[config.mk]
export PLATFORM = sky130hd
export DESIGN_NAME = muldiv_sequencer
export DESIGN_NICKNAME = d
export VERILOG_FILES = /design/src/rtl/muldiv_sequencer.sv
export SDC_FILE = /design/constraint.sdc
export NUM_CORES = 1
export LEC_CHECK = 0
export CORE_ASPECT_RATIO = 0.8
export CORE_MARGIN = 5
export CORE_UTILIZATION = 40
export DETAILED_ROUTE_END_ITERATION = 7
export GPL_TIMING_DRIVEN = 0
export PLACE_DENSITY = 0.61
export SYNTH_ARGS = -nofsm -noshare
export SYNTH_HDL_FRONTEND = slang
export SYNTH_SLANG_ARGS = --single-unit
[constraint.sdc]
create_clock -name clk -period 3.4 [get_ports clk]
set_input_delay 0.68 -clock clk [delete_from_list [all_inputs] [get_ports clk]]
set_output_delay 0.68 -clock clk [all_outputs]
set_load 0.01 [all_outputs]
[src/rtl/muldiv_sequencer.sv]
// Multi-cycle RV32M multiply/divide sequencer: shift-add multiply, restoring divide, one bit/cycle.
// Optional multiply datapath enabled by defining MULDIV_MUL_EN; otherwise MUL* ops return 0.
module muldiv_sequencer #(
    parameter int unsigned XLEN = 32
) (
    input  logic            clk,
    input  logic            rst,
    input  logic            start,
    input  logic [2:0]      funct3,
    input  logic [XLEN-1:0] op_a,
    input  logic [XLEN-1:0] op_b,
    output logic            busy,
    output logic            done,
    output logic [XLEN-1:0] result
);

    localparam int unsigned CntW = $clog2(XLEN);
`ifdef MULDIV_MUL_EN
    localparam int unsigned AccW = 2 * XLEN;
`else
    localparam int unsigned AccW = XLEN;
`endif
    localparam logic [XLEN-1:0] MinInt = {1'b1, {(XLEN-1){1'b0}}};

    typedef enum logic [1:0] {StIdle, StCalc, StFixup, StDone} state_e;

    state_e          state_q, state_d;
    logic [CntW-1:0] cnt_q;
    logic            sel_rem_q;
    logic            neg_a_q, neg_b_q;
    logic [XLEN-1:0] b_q;
    logic [XLEN-1:0] rem_q;
    logic [AccW-1:0] acc_q;
    logic [XLEN-1:0] result_q;
`ifdef MULDIV_MUL_EN
    logic            sel_div_q, sel_lo_q;
    logic [XLEN-1:0] a_q;
    logic [XLEN:0]   mul_sum;
    logic [AccW-1:0] prod;
`endif

    logic            is_div, a_signed, b_signed, sa, sb;
    logic [XLEN-1:0] abs_a, abs_b;
    logic            div_by_zero, overflow, fast;
    logic [XLEN-1:0] fast_result;
    logic [AccW-1:0] acc_init, acc_step;
    logic [XLEN:0]   div_shift, div_trial;
    logic [XLEN-1:0] rem_step, quo, div_res, fix_result;

    // Operand decode at accept time
    always_comb begin
        is_div      = funct3[2];
        a_signed    = is_div ? !funct3[0] : (funct3[1:0] == 2'b01 || funct3[1:0] == 2'b10);
        b_signed    = is_div ? !funct3[0] : (funct3[1:0] == 2'b01);
        sa          = a_signed & op_a[XLEN-1];
        sb          = b_signed & op_b[XLEN-1];
        abs_a       = sa ? -op_a : op_a;
        abs_b       = sb ? -op_b : op_b;
        div_by_zero = is_div && (op_b == '0);
        overflow    = is_div && !funct3[0] && (op_a == MinInt) && (op_b == '1);
`ifdef MULDIV_MUL_EN
        fast        = div_by_zero | overflow;
        acc_init    = is_div ? AccW'(abs_a) : AccW'(abs_b);
`else
        fast        = !is_div | div_by_zero | overflow;
        acc_init    = AccW'(abs_a);
`endif
        fast_result = '0;
        if (div_by_zero) begin
            fast_result = funct3[1] ? op_a : '1;
        end else if (overflow) begin
            fast_result = funct3[1] ? '0 : MinInt;
        end
    end

    // One iteration: quotient bits shift into acc_q low half; product accumulates in acc_q
    always_comb begin
        div_shift = {rem_q, acc_q[XLEN-1]};
        div_trial = div_shift - {1'b0, b_q};
        rem_step  = div_trial[XLEN] ? div_shift[XLEN-1:0] : div_trial[XLEN-1:0];
        acc_step  = acc_q;
        acc_step[XLEN-1:0] = {acc_q[XLEN-2:0], ~div_trial[XLEN]};
`ifdef MULDIV_MUL_EN
        mul_sum = {1'b0, acc_q[AccW-1:XLEN]} + (acc_q[0] ? {1'b0, a_q} : '0);
        if (!sel_div_q) begin
            acc_step = {mul_sum, acc_q[XLEN-1:1]};
        end
`endif
    end

    always_comb begin
        quo        = acc_q[XLEN-1:0];
        div_res    = sel_rem_q ? (neg_a_q ? -rem_q : rem_q)
                               : ((neg_a_q ^ neg_b_q) ? -quo : quo);
        fix_result = div_res;
`ifdef MULDIV_MUL_EN
        prod = (neg_a_q ^ neg_b_q) ? -acc_q : acc_q;
        if (!sel_div_q) begin
            fix_result = sel_lo_q ? prod[XLEN-1:0] : prod[AccW-1:XLEN];
        end
`endif
    end

    always_comb begin
        state_d = state_q;
        unique case (state_q)
            StIdle:  if (start) state_d = fast ? StDone : StCalc;
            StCalc:  if (cnt_q == '0) state_d = StFixup;
            StFixup: state_d = StDone;
            StDone:  state_d = StIdle;
            default: state_d = StIdle;
        endcase
    end

    always_ff @(posedge clk) begin
        if (rst) state_q <= StIdle;
        else     state_q <= state_d;
    end

    always_ff @(posedge clk) begin
        if (rst) begin
            cnt_q     <= '0;
            sel_rem_q <= 1'b0;
            neg_a_q   <= 1'b0;
            neg_b_q   <= 1'b0;
            b_q       <= '0;
            rem_q     <= '0;
            acc_q     <= '0;
            result_q  <= '0;
`ifdef MULDIV_MUL_EN
            sel_div_q <= 1'b0;
            sel_lo_q  <= 1'b0;
            a_q       <= '0;
`endif
        end else begin
            unique case (state_q)
                StIdle: begin
                    if (start) begin
                        cnt_q     <= CntW'(XLEN - 1);
                        sel_rem_q <= funct3[1];
                        neg_a_q   <= sa;
                        neg_b_q   <= sb;
                        b_q       <= abs_b;
                        rem_q     <= '0;
                        acc_q     <= acc_init;
`ifdef MULDIV_MUL_EN
                        sel_div_q <= is_div;
                        sel_lo_q  <= (funct3[1:0] == 2'b00);
                        a_q       <= abs_a;
`endif
                        if (fast) result_q <= fast_result;
                    end
                end
                StCalc: begin
                    cnt_q <= cnt_q - 1'b1;
                    rem_q <= rem_step;
                    acc_q <= acc_step;
                end
                StFixup: result_q <= fix_result;
                default: ;
            endcase
        end
    end

    assign busy   = (state_q != StIdle);
    assign done   = (state_q == StDone);
    assign result = result_q;

endmodule

### Word level (Yosys, flattened, before mapping)

Index checks and enable logic that the tools add are counted.

* output and inout bits: 34
* bits in registers: 138
* input bits: 70

* equality and inequality tests: 10
* $add $sub $neg: 6
* reduce and logical (&&, ||, !) cells: 17
* bitwise gates (word level): 6
* muxes and demuxes: 25

Operator list (count)
* two-way mux 32 bit: 14
* one-hot mux 32 bit (2 select lines): 3
* negator 32 bit: 4
* equality test 32 bit, second input constant: 2
* subtractor 33 x 32 -> 33 bit: 1
* zero test 32 bit: 1
* one-hot mux 5 bit (2 select lines): 1
* one-hot mux 2 bit (4 select lines): 1
* equality test 2 bit, second input constant: 3
* two-way mux 2 bit: 3
* != test 2 bit, second input constant: 3
* AND reduction 2 bit: 3
* nonzero test 2 bit: 3
* zero test 5 bit: 1
* two-way mux 5 bit: 1
* subtractor 5 x 1 -> 5 bit, second input constant: 1
* equality test 2 x 1 -> 1 bit, second input constant: 2
* logical AND 1 bit: 4
* AND reduction 3 bit: 1
* bitwise AND 1 bit: 2
* zero test 1 bit: 2
* zero test 2 bit: 1
* two-way mux 1 bit: 2
* OR 1 bit: 2
* other kinds (3): 3

### Logic depth before layout (Yosys ltp)

Gate-level depths: netlist of the first run.

* depth after elaboration: 9
* depth in mapped cells: 13

### Least setup slack after synthesis of the first run

No wires, ideal clock.

* path kind: input -> register
* start: input port op_a[0]
* end: register result_q[20], in the netlist result[20]
* stages: 10
* arrival time: 3.167 ns
* required time: 3.284 ns
* path slack: 0.116 ns
* setup time: 0.116 ns
* cell sequence: inv_1 -> ha_1 -> or4b_1 -> or4_4 -> or4_1 -> a31o_1 -> o21ai_4 -> buf_6 -> o2111ai_1 -> o211a_1

* longest elaborated chain between the ends: 8

RTL lines
* start, declared: line 10 `input logic [XLEN-1:0] op_a,`
* equality test 32 bit *: line 60 `overflow = is_div && !funct3[0] && (op_a == MinInt) && (op_b == '1);`
* logical AND 1 bit * (2 in a row): line 60
* two-way mux 32 bit: line 71 `end else if (overflow) begin`
* two-way mux 32 bit: line 69 `if (div_by_zero) begin`
* two-way mux 32 bit: line 151 `if (fast) result_q <= fast_result;`
* two-way mux 32 bit: line 138 `if (start) begin`
* one-hot mux 32 bit (2 select lines): line 136 `unique case (state_q)`
* end signal, assigned: line 151
* end signal, assigned: line 159 `StFixup: result_q <= fix_result;`
* end, declared: line 34 `logic [XLEN-1:0] result_q;`

Every way passes the cells marked *; elsewhere a longest branch is shown, timed or not. The select of a mux whose other input is x is not followed.
A chain may end at the register's enable or synchronous reset.

### Worst setup path after layout of the first run

* start: input port op_a[16]
* end: register result_q[4], in the netlist result[4]

Same word-level chain as after synthesis.

==> impl_results.md, run 1 <==
* Final Cycle Share at 0.989
* Headroom to the max-slew limit at 0.348
* Tot GR Track Use at 0.256
* Register area share after synthesis at 0.255
* Fin worst setup slack at 35.8 ps
* CP Cell Sequence: clkdlybuf4s50_1 > or3_4 > or4_4 > or4_4 > a31o_4 > o21ai_4 > buf_12 > buf_8 > nor2_1 > a211oi_1
* Status: complete, no violations
* Diodes inserted at 0
* DRC violations left at 0
* Antenna violations before repair at 1
* Die Wd at 194 µm
* Syn_nets at between 1500 and 2000
* Top-Level Pins at around 100
* Drt total wl at 40700 µm
* First-pass GRT wire length at approximately 62000 µm
* CORE AREA at 26500 µm²
* Skew final at about 9.4 ps
* Inst Count DP at 1943
* Power per Cell Area at 659 nW/µm²
* Sink Count at 138
* Post-route ant nets at 0
* Layout Area Growth over Synthesis at 23.9%
* R2r startpoint: state_q[0]$_SDFFE_PP0P_
* Overall power at 8850 µW
* Min cycle time layout at approximately 3400 ps
* Post-synth ARST share at 0
* Fin. Hold Viols at 0
* Clock slew at reported path FFs at ~60 ps
* Pre-CTS setup slack at -1120 ps
* CP Max Fanout at 7
* Vias at 11827
* Critical setup path kind: in2reg
* Average cell area after synthesis at 7.30 µm²
* Synth Cell Area at 10800 µm²
* Slowest stage delay, CP at 620 ps
* Final setup vio count at 0
* Port Buffers at ~100
* Pin count of the biggest net entering global routing at 17
* Die area at 30500 µm²
* Leakage at 0.00513 µW
* Commonest cells in the netlist: nand2_1, nor2_1, dfxtp_1
* DR pass1 iterations at 5
* Clock power share at 0.234
* Die Ht at ~160 µm
* Share of the synthesized area in the top cell type at 0.255
* Slowest CP cell: or4_4
* H-tree depth at 4
* Root Buffer: clkbuf_16
* EDFF count, synth at 0
* MaxCap Viol Count at 0
* Share of cells above drive strength 1 at 0.0915
* Combinational share of power at 0.495
* Non-filler cells, final at between 1500 and 2000
* Sw power at 3900 µW
* Synthesized flop and latch total at 138
* Top FF cell, synth: dfxtp_1
* Yosys cell types at 72
* HP Class: reg2reg
* Cell count after synthesis at 1484
* Grt total ovfl at 0
* Startpoint types: input pin
* Row count at 53
* CTS Hold Bufs at 0
* Vias in the first global route at 10957
* YS warnings at 0
* Worst Path Required at about 3700 ps
* Internal power at 4950 µW
* Gpl congestion at 0.942
* Clk_lat worst skew at 440 ps
* Worst-margin pin slew at slightly below 1000 ps
* Min-delay src: b_q[0]$_SDFFE_PP0P_
* Fmax at 297 MHz
* Most frequent cell after synthesis: nand2_1
* Ranking of synthesized cells by area: dfxtp_1, nand2_1, a21oi_1
* TritonCTS buffer count at 17
* Crit path from: op_a[16]
* Worst hold stages at 2
* Dpl hpwl at roughly 32000 µm
* CTS tree: built
* Average wire per cell in the routed design at roughly 20 µm
* Clock Path Buffers at 2
* Most frequent CP cell: or4_4
* Sw Ratio at 0.441
* VDD IR max at between 300 and 400 µV
* Worst setup EP type: register
* Number of cells on the worst reg-to-reg path at 9
* Critical Path AT at 3700 ps
* Fin nets at 1730
* Largest area contributor in the netlist: dfxtp_1
* Drt initial violations at 1279
* Fin. max-slew vios at 0
* DR vias/cell at between 5 and 6
* Initial core utilization at 0.410
* Flop pwr share at 0.271
-- metal layers --
layer  global-route usage  share of wire  vias up  wire [µm]
li1                     -              -     5629          -
met1                0.384           0.49     5663      20000
met2                0.368           0.40      499      16400
met3               0.0723          0.095       34       3850
met4               0.0472          0.011        2        436
met5                    0        0.00032        -         13
-- flip-flops by register name, summed over array words and instances, names as in the netlist --
signal and count:
rem_q 32, result 32, sel_rem_q 1, cnt_q 5
state_q 2, neg_a_q 1, b_q 32, acc_q 32
neg_b_q 1
-- final cells by class --
cell class	count	area (µm²)
inverter	65	248
clock inverter	13	190
fill	2649	13000
tap	357	447
buffer	82	365
multi-input combinational	1193	7760
sequential	138	2770
timing repair buffer	118	1190
clock buffer	19	453
-- cells by family after synthesis --
group                    share of synthesized area
multiplexers                                0.0244
flip-flops                                   0.255
AND/OR/NAND/NOR                              0.226
XOR/XNOR                                     0.112
AO/OA/AOI/OAI                                0.274
adder cells (fa/ha/maj)                     0.0526
buffers and inverters                       0.0568
-- critical path: cells and delay by family --
family | cells | cell delay, ps
and+or+nand+nor | 4 | 1600
AOI/OAI and AO/OA | 3 | 600
buffers and inverters | 3 | 810
-- stage by stage --
stage | hold slack, ps | util | TNS [ps] | area, µm²
after floorplan | 432 | - | 0 | 10800
after global placement | 452 | 0.465 | -64130 | 12300
after detailed placement | 453 | 0.465 | -66090 | 12300
after CTS | 463 | 0.499 | 0 | 13200
after global routing | 503 | 0.507 | -1.75 | 13400
final | 465 | 0.507 | 0 | 13400
-- power by group through the flow --
stage          clock (µW)  combinational, µW  sequential, µW
2_1_floorplan           0               2720            2340
3_3_place_gp            0               4010            2420
3_5_place_dp            0               4030            2420
4_1_cts              2080               4210            2390
5_1_grt              2150               4750            2450
6_report             2070               4380            2400
-- final timing paths --
kind	to	slack, ps
min	b_q[0]$_SDFFE_PP0P_	460
min reg2reg	b_q[0]$_SDFFE_PP0P_	460
max reg2reg	rem_q[22]$_SDFFE_PP0P_	70
max	result[4]$_SDFFE_PP0P_	40
-- repair_timing --
item / 4_1_cts / 5_1_grt
resized for setup: 54 / 48
gates cloned: 4 / 0
setup buffers: 8 / 5
pin swaps: 7 / 10
setup endpoints to repair: 94 / 78
-- cell usage in the layout, fill, tap and decap left out, types with 23 or more instances in the layout --
cell,instances
nand2_1,186
o31ai_1,23
dfxtp_1,134
ha_1,40
a21oi_1,132
inv_1,60
nor3_1,37
a211oi_1,44
nor2_1,146
xnor2_1,64
clkdlybuf4s50_1,80
xor2_1,74
clkbuf_1,66
o21ai_0,120
Note: power is estimated with default switching activity, not from simulation.
==> run 2: changes to the inputs <==
--- a/config.mk
+++ b/config.mk
@@ -7,10 +7,10 @@
 export LEC_CHECK = 0
 export CORE_ASPECT_RATIO = 0.8
 export CORE_MARGIN = 5
-export CORE_UTILIZATION = 40
+export CORE_UTILIZATION = 53
 export DETAILED_ROUTE_END_ITERATION = 7
 export GPL_TIMING_DRIVEN = 0
-export PLACE_DENSITY = 0.61
+export PLACE_DENSITY = 0.78
 export SYNTH_ARGS = -nofsm -noshare
 export SYNTH_HDL_FRONTEND = slang
 export SYNTH_SLANG_ARGS = --single-unit
==> impl_results.md, run 2 (synthesized netlist as in run 1, its figures left out) <==
* Status: finished with violations
* Failing checks: negative setup slack
* Gpl congestion at 1.05 (+11%)
* Row count at 46 (-13%)
* Clock power share at 0.223 (-0.011)
* Fin. max-slew vios at 0 (unchanged)
* Sw Ratio at 0.444 (+0.00385)
* HP Class: reg2reg
* Sink Count at 138 (unchanged)
* Post-route ant nets at 0 (unchanged)
* Final Cycle Share at 1.00 (+0.0137)
* Top-Level Pins at 104 (unchanged)
* Combinational share of power at 0.501 (+0.006)
* Drt initial violations at 1663 (+30%)
* Flop pwr share at 0.277 (+0.006)
* Clk_lat worst skew at 430 ps (about the same)
* Non-filler cells, final at 1892 (-4.7%)
* Fmax at 293 MHz (-1.4%)
* Dpl hpwl at 29700 µm (-5.8%)
* Share of cells above drive strength 1 at 0.0866 (-0.00491)
* Critical setup path kind: in2reg
* Min cycle time layout at 3410 ps (+46.6 ps)
* CP Cell Sequence: clkdlybuf4s15_1 > inv_2 > ha_4 > or4b_4 > or4_4 > or4_4 > a31o_4 > o21ai_2 > o21ai_0 > o221a_2
* Startpoint types: input pin
* Layout Area Growth over Synthesis at 21.9%
* First-pass GRT wire length at 60000 µm (-3.0%)
* Post-route cell area at 13200 µm² (-1.6%)
* Sw power at 3880 µW (-0.47%)
* CP Max Fanout at 5 (-2)
* Inst Count DP at 1850 (-4.8%)
* Average wire per cell in the routed design at 21.0 µm (+2.6%)
* CTS tree: built
* Buf/Inv on CP at 2 (-1)
* Critical Path AT at 3730 ps (+30 ps)
* WP depth at 10 (unchanged)
* Cell Area, Placed at 12200 µm² (-0.95%)
* Vias in the first global route at 10881 (-0.69%)
* Antenna violations before repair at 0 (-1)
* Slowest stage delay, CP at 530 ps (-90 ps)
* Diodes inserted at 0 (unchanged)
* Final setup vio count at 2 (+2)
* Grt total ovfl at 0 (unchanged)
* Initial core utilization at 0.543 (+0.133)
* Die Wd at 170 µm (-12%)
* DR vias/cell at 6.47 (+8.6%)
* MaxCap Viol Count at 0 (unchanged)
* H-tree depth at 4 (unchanged)
* TritonCTS buffer count at 17 (unchanged)
* Worst Path Required at 3720 ps (-20 ps)
* Worst Setup EP: result[24]$_SDFFE_PP0P_
* CORE AREA at 20000 µm² (-25%)
* Worst R2R End: rem_q[22]$_SDFFE_PP0P_
* Root Buffer: clkbuf_16
* Port Buffers at 102 (unchanged)
* Internal power at 4850 µW (-2.0%)
* DR pass1 iterations at 7 (+2)
* Die Ht at 138 µm (-12%)
* DRC violations left at 0 (unchanged)
* R2r startpoint: acc_q[31]$_SDFFE_PP0P_
* Slowest CP cell: or4_4
* Die area at 23400 µm² (-23%)
* Fin worst setup slack at -10.8 ps (-46.6 ps)
* Worst-margin pin slew at 980 ps (+1.64 ps)
* Fin nets at 1730 (unchanged)
* FF-to-FF setup slack at 80 ps (about the same)
* Pin count of the biggest net entering global routing at 17 (unchanged)
* Leakage at 0.00507 µW (-1.1%)
* Worst setup EP type: register
* Number of cells on the worst reg-to-reg path at 12 (+3)
* Tot GR Track Use at 0.326 (+0.0693)
* Power per Cell Area at 661 nW/µm² (+0.25%)
* Clock slew at reported path FFs at 60 ps (about the same)
* Filler Cells Inserted at 1738 (-34%)
* Pre-CTS setup slack at -1140 ps (-14.7 ps)
* Fin util at 0.662 (+0.154)
* Headroom to the max-slew limit at 0.347 (-0.00109)
* Most frequent CP cell: or4_4
* Crit path from: op_a[0]
* Most frequent cells in the layout: nand2_1, nor2_1, dfxtp_1, a21oi_1, o21ai_0
* Leading cell type in the layout, fill and taps excluded: nand2_1
* Drt total wl at 39800 µm (-2.2%)
* CP top delay family: simple AND/OR/NAND/NOR gates
* Clock Path Buffers at 2 (unchanged)
* Vias at 12245 (+3.5%)
* Skew final at 9.50 ps (+0.0632 ps)
* Fin. Hold Viols at 0 (unchanged)
* VDD IR max at 538 µV (+38%)
[run 2: cell types whose count changed in the layout (fill, tap and decap cells not counted), sizes merged, moves of 2 or more]
cell,delta
clkdlybuf4s50,+2
inv,-3
buf,+2
clkinv,+3
dlymetal6s2s,-4
[run 2: tightest hold or removal path: stages (launching register included)]
cell     delay (ps)
dfxtp_1         320
nand2_1          60
a21oi_1          50
[run 2: how the worst min path moves through the flow]
stage | cells after the start | slack [ps] | from | endpoint
after floorplan | 2 | 430 | b_q[31]$_SDFFE_PP0P_ | b_q[31]$_SDFFE_PP0P_
after global placement | 2 | 440 | b_q[31]$_SDFFE_PP0P_ | b_q[31]$_SDFFE_PP0P_
after detailed placement | 2 | 460 | b_q[31]$_SDFFE_PP0P_ | b_q[31]$_SDFFE_PP0P_
after CTS | 2 | 470 | b_q[31]$_SDFFE_PP0P_ | b_q[31]$_SDFFE_PP0P_
final | 2 | 470 | b_q[31]$_SDFFE_PP0P_ | b_q[31]$_SDFFE_PP0P_
after global routing | 2 | 500 | b_q[31]$_SDFFE_PP0P_ | b_q[31]$_SDFFE_PP0P_
[run 2: power groups by stage]
stage	logic [µW]	clock network, µW	registers [µW]
3_5_place_dp	3970	0	2430
6_report	4370	1940	2420
5_1_grt	4680	2010	2450
2_1_floorplan	2720	0	2340
4_1_cts	4160	1940	2390
3_3_place_gp	3910	0	2410
[run 2: area by class of cell]
type	count	area, µm²	share of cell area
timing repair buffer	118	1170	0.0888
clock buffer	21	460	0.0348
inverter	65	248	0.0187
multi-input combinational	1193	7720	0.585
clock inverter	11	145	0.0110
sequential	138	2760	0.209
tap	264	330	0.0250
buffer	82	368	0.0278
[run 2: stage by stage]
stage	hold WS [ps]	total power [µW]	setup TNS, ps
after floorplan	432	5060	0
after global placement	442	6320	-58550
after detailed placement	457	6400	-59790
after CTS	466	8490	0
after global routing	501	9150	-14.5
final	469	8730	-15.5
[run 2: per-layer routing]
metal,part of all wire,GRT usage,up-vias
met5,0,0,-
met1,0.42,0.469,5662
met3,0.14,0.0980,113
met2,0.41,0.474,841
li1,-,-,5629
met4,0.027,0.0827,0
[run 2: what timing repair did]
action	4_1_cts	5_1_grt
buffers inserted	9	5
gates cloned	3	0
pin swaps	8	7
endpoints found under the setup margin	92	82
resized for setup	51	43
hold buffers	0	0
